===== src/rtl/count_pkg.sv =====
// Shared types for the count capture unit.
// Edge-select encodings and the default count width.
package count_pkg;

  localparam int COUNT_WIDTH = 8;

  typedef enum logic [1:0] {
    CAP_OFF  = 2'd0,
    CAP_RISE = 2'd1,
    CAP_FALL = 2'd2,
    CAP_BOTH = 2'd3
  } cap_mode_e;

  function automatic logic edge_ok(
    input cap_mode_e m,
    input logic      rise,
    input logic      fall
  );
    logic ok;
    ok = 1'b0;
    unique case (m)
      CAP_OFF:  ok = 1'b0;
      CAP_RISE: ok = rise;
      CAP_FALL: ok = fall;
      CAP_BOTH: ok = rise | fall;
      default:  ok = 1'b0;
    endcase
    return ok;
  endfunction

endpackage


===== src/rtl/count_capture_unit_if.sv =====
// Read port of the capture FIFO.
// master = the unit, slave = the host side.
interface count_capture_unit_if #(
  parameter int WIDTH = 8,
  parameter int DEPTH = 4
);
  localparam int LW = $clog2(DEPTH) + 1;

  logic             rd_valid_o;
  logic [WIDTH-1:0] rd_data_o;
  logic             rd_ready_i;
  logic [LW-1:0]    level_o;

  modport master (
    output rd_valid_o,
    output rd_data_o,
    output level_o,
    input  rd_ready_i
  );

  modport slave (
    input  rd_valid_o,
    input  rd_data_o,
    input  level_o,
    output rd_ready_i
  );

endinterface


===== src/rtl/capture_fifo.sv =====
// First-word fall-through FIFO with wrap-bit pointers.
// A pop frees a slot for a same-cycle push when full.
module capture_fifo #(
  parameter  int WIDTH = 8,
  parameter  int DEPTH = 4,
  localparam int AW    = $clog2(DEPTH),
  localparam int LW    = AW + 1
) (
  input  logic             clk,
  input  logic             reset_n,
  input  logic             push_i,
  input  logic [WIDTH-1:0] data_i,
  input  logic             pop_i,
  output logic [WIDTH-1:0] data_o,
  output logic             full_o,
  output logic             empty_o,
  output logic [LW-1:0]    level_o
);

  logic [AW:0]      wr_q, wr_d;
  logic [AW:0]      rd_q, rd_d;
  logic [WIDTH-1:0] mem_q [DEPTH];
  logic             do_push;
  logic             do_pop;

  assign empty_o = (wr_q == rd_q);
  assign full_o  = (wr_q[AW-1:0] == rd_q[AW-1:0]) &&
                   (wr_q[AW] != rd_q[AW]);

  assign do_pop  = pop_i & ~empty_o;
  assign do_push = push_i & (~full_o | do_pop);

  // Next-state pointers.
  always_comb begin
    wr_d = wr_q;
    rd_d = rd_q;
    if (do_push) wr_d = wr_q + LW'(1);
    if (do_pop)  rd_d = rd_q + LW'(1);
  end

  // Pointer registers.
  always_ff @(posedge clk or negedge reset_n) begin
    if (!reset_n) begin
      wr_q <= '0;
      rd_q <= '0;
    end else begin
      wr_q <= wr_d;
      rd_q <= rd_d;
    end
  end

  // Storage; cleared so the head reads 0 out of reset.
  always_ff @(posedge clk or negedge reset_n) begin
    if (!reset_n) begin
      for (int i = 0; i < DEPTH; i++) mem_q[i] <= '0;
    end else if (do_push) begin
      mem_q[wr_q[AW-1:0]] <= data_i;
    end
  end

  assign data_o  = mem_q[rd_q[AW-1:0]];
  assign level_o = wr_q - rd_q;

endmodule


===== src/rtl/count_capture_unit.sv =====
// Timestamps async events with the count bus into a FIFO
// and pulses match_o on entry into count == cmp_val.
module count_capture_unit
  import count_pkg::*;
#(
  parameter int WIDTH       = COUNT_WIDTH,
  parameter int DEPTH       = 4,
  parameter int SYNC_STAGES = 2
) (
  input  logic                 clk,
  input  logic                 reset_n,
  input  logic [WIDTH-1:0]     count_i,
  input  logic                 count_vld_i,
  input  logic                 cap_in,
  input  logic [1:0]           cap_mode_i,
  input  logic                 cmp_en_i,
  input  logic [WIDTH-1:0]     cmp_val_i,
  output logic                 match_o,
  output logic                 miss_o,
  input  logic                 miss_clr_i,
  count_capture_unit_if.master rd
);

  localparam int LW = $clog2(DEPTH) + 1;

  logic [SYNC_STAGES-1:0] sync_q;
  logic                   hist_q;
  logic                   eq_q;
  logic                   match_q, match_d;
  logic                   miss_q, miss_d;

  logic s_cap;
  logic rise;
  logic fall;
  logic evt;
  logic eq;
  logic full;
  logic empty;
  logic pop;
  logic push;
  logic miss_set;
  logic [WIDTH-1:0] head;
  logic [LW-1:0]    level;

  // Metastability synchronizer plus edge history.
  always_ff @(posedge clk or negedge reset_n) begin
    if (!reset_n) begin
      sync_q <= '0;
      hist_q <= 1'b0;
    end else begin
      sync_q <= {sync_q[SYNC_STAGES-2:0], cap_in};
      hist_q <= sync_q[SYNC_STAGES-1];
    end
  end

  assign s_cap = sync_q[SYNC_STAGES-1];
  assign rise  = s_cap & ~hist_q;
  assign fall  = ~s_cap & hist_q;
  assign evt   = edge_ok(cap_mode_e'(cap_mode_i), rise, fall);

  assign pop      = rd.rd_ready_i & ~empty;
  assign push     = evt & count_vld_i & (~full | pop);
  assign miss_set = evt & (~count_vld_i | (full & ~pop));

  assign eq = cmp_en_i & count_vld_i & (count_i == cmp_val_i);

  // Next state for the sticky miss flag and match pulse.
  always_comb begin
    miss_d  = miss_set | (miss_q & ~miss_clr_i);
    match_d = eq & ~eq_q;
  end

  // Compare history, match pulse and miss flag.
  always_ff @(posedge clk or negedge reset_n) begin
    if (!reset_n) begin
      eq_q    <= 1'b0;
      match_q <= 1'b0;
      miss_q  <= 1'b0;
    end else begin
      eq_q    <= eq;
      match_q <= match_d;
      miss_q  <= miss_d;
    end
  end

  capture_fifo #(
    .WIDTH (WIDTH),
    .DEPTH (DEPTH)
  ) u_fifo (
    .clk     (clk),
    .reset_n (reset_n),
    .push_i  (push),
    .data_i  (count_i),
    .pop_i   (pop),
    .data_o  (head),
    .full_o  (full),
    .empty_o (empty),
    .level_o (level)
  );

  assign match_o       = match_q;
  assign miss_o        = miss_q;
  assign rd.rd_valid_o = ~empty;
  assign rd.rd_data_o  = head;
  assign rd.level_o    = level;

endmodule


===== src/flat_wrapper.sv =====
// flat-port wrapper written by rule: the top's interface ports become plain ports
module count_capture_unit_flat import count_pkg::*;
#(
  parameter int WIDTH       = COUNT_WIDTH,
  parameter int DEPTH       = 4,
  parameter int SYNC_STAGES = 2
)
  (clk, reset_n, count_i, count_vld_i, cap_in, cap_mode_i, cmp_en_i, cmp_val_i, match_o, miss_o, miss_clr_i, rd_rd_valid_o, rd_rd_data_o, rd_level_o, rd_rd_ready_i);
  count_capture_unit_if #(.WIDTH(WIDTH), .DEPTH(DEPTH)) rd_i ();
  input  logic clk;
  input  logic reset_n;
  input  logic [WIDTH-1:0] count_i;
  input  logic count_vld_i;
  input  logic cap_in;
  input  logic [1:0] cap_mode_i;
  input  logic cmp_en_i;
  input  logic [WIDTH-1:0] cmp_val_i;
  output logic match_o;
  output logic miss_o;
  input  logic miss_clr_i;
  output wire logic [$bits(rd_i.rd_valid_o)-1:0] rd_rd_valid_o;
  output wire logic [$bits(rd_i.rd_data_o)-1:0] rd_rd_data_o;
  output wire logic [$bits(rd_i.level_o)-1:0] rd_level_o;
  input wire logic [$bits(rd_i.rd_ready_i)-1:0] rd_rd_ready_i;
  assign rd_rd_valid_o = rd_i.rd_valid_o;
  assign rd_rd_data_o = rd_i.rd_data_o;
  assign rd_level_o = rd_i.level_o;
  assign rd_i.rd_ready_i = rd_rd_ready_i;
  count_capture_unit #(.WIDTH(WIDTH), .DEPTH(DEPTH), .SYNC_STAGES(SYNC_STAGES)) u_core (.clk(clk), .reset_n(reset_n), .count_i(count_i), .count_vld_i(count_vld_i), .cap_in(cap_in), .cap_mode_i(cap_mode_i), .cmp_en_i(cmp_en_i), .cmp_val_i(cmp_val_i), .match_o(match_o), .miss_o(miss_o), .miss_clr_i(miss_clr_i), .rd(rd_i));
endmodule

===== config.mk =====
export PLATFORM = sky130hd
export DESIGN_NAME = count_capture_unit_flat
export DESIGN_NICKNAME = d
export VERILOG_FILES = /design/src/rtl/count_pkg.sv /design/src/rtl/count_capture_unit_if.sv /design/src/rtl/capture_fifo.sv /design/src/rtl/count_capture_unit.sv /design/src/flat_wrapper.sv
export SDC_FILE = /design/constraint.sdc
export NUM_CORES = 1
export LEC_CHECK = 0
export CAP_MARGIN = 20
export CORE_ASPECT_RATIO = 0.5
export CORE_MARGIN = 5
export CORE_UTILIZATION = 45
export CTS_BUF_LIST = sky130_fd_sc_hd__clkbuf_16
export DETAILED_ROUTE_END_ITERATION = 8
export DONT_BUFFER_PORTS = 1
export HOLD_SLACK_MARGIN = 0.12
export SETUP_SLACK_MARGIN = 0.02
export SLEW_MARGIN = 40
export SYNTH_ARGS = -nofsm -noshare
export SYNTH_HDL_FRONTEND = slang
export SYNTH_SLANG_ARGS = --single-unit

===== constraint.sdc =====
create_clock -name clk -period 4.75 [get_ports clk]
set_input_delay 0.95 -clock clk [delete_from_list [all_inputs] [get_ports clk]]
set_output_delay 0.95 -clock clk [all_outputs]
set_load 0.02 [all_outputs]

---- Word-level counts from Yosys, hierarchy flattened ----
Cells that the tools add are included.
operators by class
  add/subtract/negate cells ............... 3
  equal/unequal tests ..................... 7
  order comparisons ....................... 3
  reduce and logical (&&, ||, !) cells .... 3
  bitwise logic cells ..................... 28
  muxes and demuxes ....................... 7
operators by type and width
  operator               count
  $bwmux W32             1
  $mux W8                3
  $bmux W8 S2            1
  $demux W8 S2           1
  $and A1 B1 Y1          13
  $eq A8 B8 Y1           1
  $not A1 Y1             8
  $add A3 B1 Y3 const B  2
  $ge A3 B3 Y1 const B   2
  $not A2 Y3             2
  $or A1 B1 Y1           5
  $eq A2 B2 Y1 const B   2
  $pmux W1 S4            1
  $eq A3 B3 Y1           1
  $lt A3 B1 Y1 const B   1
  $sub A3 B3 Y3          1
  $eq A2 B1 Y1 const B   1
  $eq A2 B2 Y1           1
  $logic_and A1 B1 Y1    2
  $logic_not A2 Y1       1
  $ne A1 B1 Y1           1
word-level totals
  logic and storage cells ................. 62
  input bits .............................. 25
  output and inout port bits .............. 14
  register bits ........................... 44

---- Depth between registers and ports, before layout ----
  word-level depth ........................ 8
  gate-level depth with buffers ........... 8
  mapped depth without buffers ............ 6

---- By module ----
A second synthesis with hierarchy kept.
second synthesis, totals
  cells, all modules ...................... 156
  area total of the unflattened synthesis .. 2208.4 um^2
modules (own cells, without submodules)
  module              area an instance (um^2)  instances  cells each
  capture_fifo        1854.3                   1          121
  count_capture_unit  354.1                    1          35

---- Worst setup path after synthesis ----
Ideal clock, no wire load.
  path type ............................... flip-flop to output port
  from .................................... reg u_core.u_fifo.wr_q[0]
  to ...................................... out rd_level_o[2]
  path buffers ............................ 0
  data required time ...................... 3.800 ns
  data arrival time ....................... 1.421 ns
  stages on the path, launching flop included .. 5
  slack ................................... 2.379 ns
  path through ............................ dfrtp_1 > inv_1 > ha_1 > fa_1 > xnor2_1
on the way
  cells in the longest elaborated chain, start to end .. 1
ends and longest elaborated chain
  element                 RTL line            RTL
  start, declared         capture_fifo.sv:20  logic [AW:0] wr_q, wr_d;
  start signal, assigned  capture_fifo.sv:47  wr_q <= wr_d;
  $sub A3 B3 Y3           capture_fifo.sv:62  assign level_o = wr_q - rd_q;
  end, declared           flat_wrapper.sv:23  output wire logic [$bits(rd_i.level_o)-1:0] rd_level_o;
No other way between the ends.

---- Final worst setup path ----
  from .................................... reg u_core.u_fifo.rd_q[0]
  to ...................................... out rd_level_o[2]
on the way
  cells in the longest elaborated chain, start to end .. 1
ends and longest elaborated chain
  element                 RTL line            RTL
  start, declared         capture_fifo.sv:21  logic [AW:0] rd_q, rd_d;
  start signal, assigned  capture_fifo.sv:48  rd_q <= rd_d;
  $sub A3 B3 Y3           capture_fifo.sv:62
No other way between the ends.

==> summary.txt <==
Core Box Area = 0.004552 sq mm
#FFs+latches synth = 44
Most frequent cells in the layout = 44 x dfrtp_1, 23 x mux2_2, 13 x inv_1
Gpl congestion = 0.7091
Post-route setup slack = 1.720 ns
IO Pins = 39
Max clock buf depth = 2
Area occupied by multi-input gates = 0.001020 sq mm
Run status = complete, no violations
Worst EP required = 3.80 ns
Final #Nets = 184
Clock Sinks = 44
Period utilisation layout = 63.80%
Clk_lat worst skew = 0.28 ns
Setup slack at placement = 2.000 ns
Vias in the first global route = 1218
Mapped Cells = 146
Initial DRC count = 34
FP Rows = 17
Syn nets = 181
DR pass1 iterations = 4
Clk_skew = 0.003573 ns
Final setup fails = 0
Worst R2R Start = u_core.u_fifo.rd_q[0]$_DFFE_PN0P_
Power per cell area = 694.2 mW/mm^2
GRT Residual Overflow = 0
Global-route wire length before repair = 6334 um
H-tree depth = 2
R2R depth = 5
Worst min path class = reg2reg
Die area = 0.006455 sq mm
Max VDD drop = 0.2239 mV
Die W = 108.7 um
Filler instances = 426
Unrepaired setup endpoints after global routing = false
Warnings, synthesis = 0
Crit-path max FO = 11
Total design power = 1.653 mW
Share of post-route cells with drive strength above 1 = 34.00%
R2r endpoint = u_core.u_fifo.mem_q[6]$_DFFE_PN0P_
DR vias/cell = 5.194
TritonCTS Buffers = 5
Final slew viol count = 0
Syn Std Cell Area = 0.002193 sq mm
Setup TNS = 0 ns
CTS Hold Bufs = 0
ANT cells = 0
Register-to-register setup slack = 2.32 ns
Fmax = 0.3300 GHz
Final WL = 3851 um
Port-buffer cells = 0
Clk root buf = clkbuf_16
Clk pin slew, worst setup/hold paths = 0.06 ns
Leak = 1.060 nW
Worst setup path class = reg2out
Avg Inst Size Synth = 15.02 sq um
Via count = 1122
Depth of the worst hold-timing path = 0
Post-CTS setup buffers = 0
CTS tree = built
Resized cells post-CTS = 0
CP endpoint kind = output pin
Height of the die = 59.37 um
Register area share after synthesis = 50.20%
Max-Cap Viols = 0
Most common cell after layout, fill and taps aside = dfrtp_1
Final routed DRC violation total = 0
Detailed Place HPWL = 2740 um
Synth cell types = 28
GRT Overall Usage = 13.37%
Largest net degree at the start of global routing = 45
Slew HR = 52.74%
Slew @ Worst Pin = 0.7090 ns
Syn-to-layout area delta = 8.557%
Storage cell area = 0.001101 sq mm
Final Hold Fails = 0
Hold endpoint = u_core.sync_q[1]$_DFF_PN0_
ANT nets after route = 0
Critical Path Source Type = flip-flop
Hold_sp = u_core.sync_q[0]$_DFF_PN0_
Initial Util = 48.19%
Min Tclk post-route = 3.030 ns
Crit path DAT = 2.08 ns
DR WL/cell = 17.83 um
Initial antenna violation count = 0
==> state kept, by name, indices dropped and copies added (netlist names) <==
| name | count |
|---|---|
| u_core.eq_q | 1 |
| u_core.u_fifo.wr_q | 3 |
| u_core.u_fifo.rd_q | 3 |
| u_core.match_o | 1 |
| u_core.hist_q | 1 |
| u_core.u_fifo.mem_q | 32 |
| u_core.miss_o | 1 |
| u_core.sync_q | 2 |
==> metal layers <==
metal / part of all wire [%] / track usage (%) / vias to the layer above
met5: 0 / 0 / -
met4: 1.1 / 4.317 / 0
met3: 5.8 / 5.332 / 5
met2: 47 / 21.07 / 17
met1: 46 / 17.06 / 574
li1: - / - / 526
==> metrics by stage <==
stage | area, sq um | hold slack (ns) | util [%] | instances
after global placement | 2245 | 0.3357 | 49.31 | 208
final | 2381 | 0.3505 | 52.31 | 216
after CTS | 2381 | 0.3518 | 52.31 | 216
after global routing | 2381 | 0.3434 | 52.31 | 216
after detailed placement | 2245 | 0.3397 | 49.31 | 208
after floorplan | 2193 | 0.3312 | - | 146
==> synth_stat cells <==
cell | number | share of area [%]
dfrtp_1 | 44 | 50
mux2_2 | 23 | 12
inv_1 | 11 | 1.9
xnor2_1 | 11 | 4.4
ha_1 | 9 | 5.1
mux2_4 | 9 | 6.2
mux4_2 | 8 | 8.2
nand3_1 | 4 | 0.91
nand3_4 | 4 | 3.2
nand2_1 | 3 | 0.51
buf_6 | 2 | 1.0
mux2_1 | 2 | 1.0
a222oi_1 | 1 | 0.46
a32o_1 | 1 | 0.46
and2_4 | 1 | 0.40
buf_2 | 1 | 0.23
clkbuf_1 | 1 | 0.17
fa_1 | 1 | 0.91
nand2b_1 | 1 | 0.29
nor2b_1 | 1 | 0.29
nor3_1 | 1 | 0.23
nor4_1 | 1 | 0.29
o211ai_1 | 1 | 0.34
o21ai_0 | 1 | 0.23
o22ai_1 | 1 | 0.29
o31a_1 | 1 | 0.40
or2_0 | 1 | 0.29
or2_2 | 1 | 0.29
==> layout make-up <==
| cell class | instances | area share [%] |
|---|---|---|
| inverters | 11 | 1.734 |
| clock buffers | 5 | 5.255 |
| clock inverters | 3 | 0.4729 |
| well taps | 66 | 3.468 |
| multi-input cells | 87 | 42.83 |
| flip-flops and latches | 44 | 46.24 |
==> power breakdown <==
group          total [mW]  internal, mW  switching (mW)
logic               0.656         0.331           0.325
registers           0.676         0.539           0.137
clock network       0.321         0.189           0.132
==> logic make-up (layout without fill, tap and decap cells) <==
kind of cell             after synthesis  count (layout)  synth area share (%)
multiplexers                          42              42                 27.21
AND/OR/NAND/NOR                       18              18                 6.675
flip-flops                            44              44                 50.20
buffers and inverters                 15              19                 3.308
AO/OA/AOI/OAI                          6               6                 2.168
adder cells (fa/ha/maj)               10              10                 6.047
XOR/XNOR                              11              11                 4.392
==> worst max-delay path, cell delays in order (launching register included) <==
cell and delay, ns:
dfrtp_1 0.64, ha_1 0.33, fa_1 0.38, xnor2_1 0.45
==> worst max-delay path by stage <==
stage / start / to / slack (ns) / cells past startpoint
floorplan: u_core.u_fifo.wr_q[0]$_DFFE_PN0P_ / rd_level_o[2] / 2.38 / 4
finish: u_core.u_fifo.rd_q[0]$_DFFE_PN0P_ / rd_level_o[2] / 1.72 / 3
global route: u_core.u_fifo.rd_q[0]$_DFFE_PN0P_ / rd_level_o[2] / 1.58 / 3
detailed placement: u_core.u_fifo.rd_q[0]$_DFFE_PN0P_ / rd_level_o[2] / 2.00 / 3
global placement: u_core.u_fifo.rd_q[0]$_DFFE_PN0P_ / rd_level_o[2] / 2.01 / 3
CTS: u_core.u_fifo.rd_q[0]$_DFFE_PN0P_ / rd_level_o[2] / 1.69 / 3
Power figures use the tool's default switching activity.
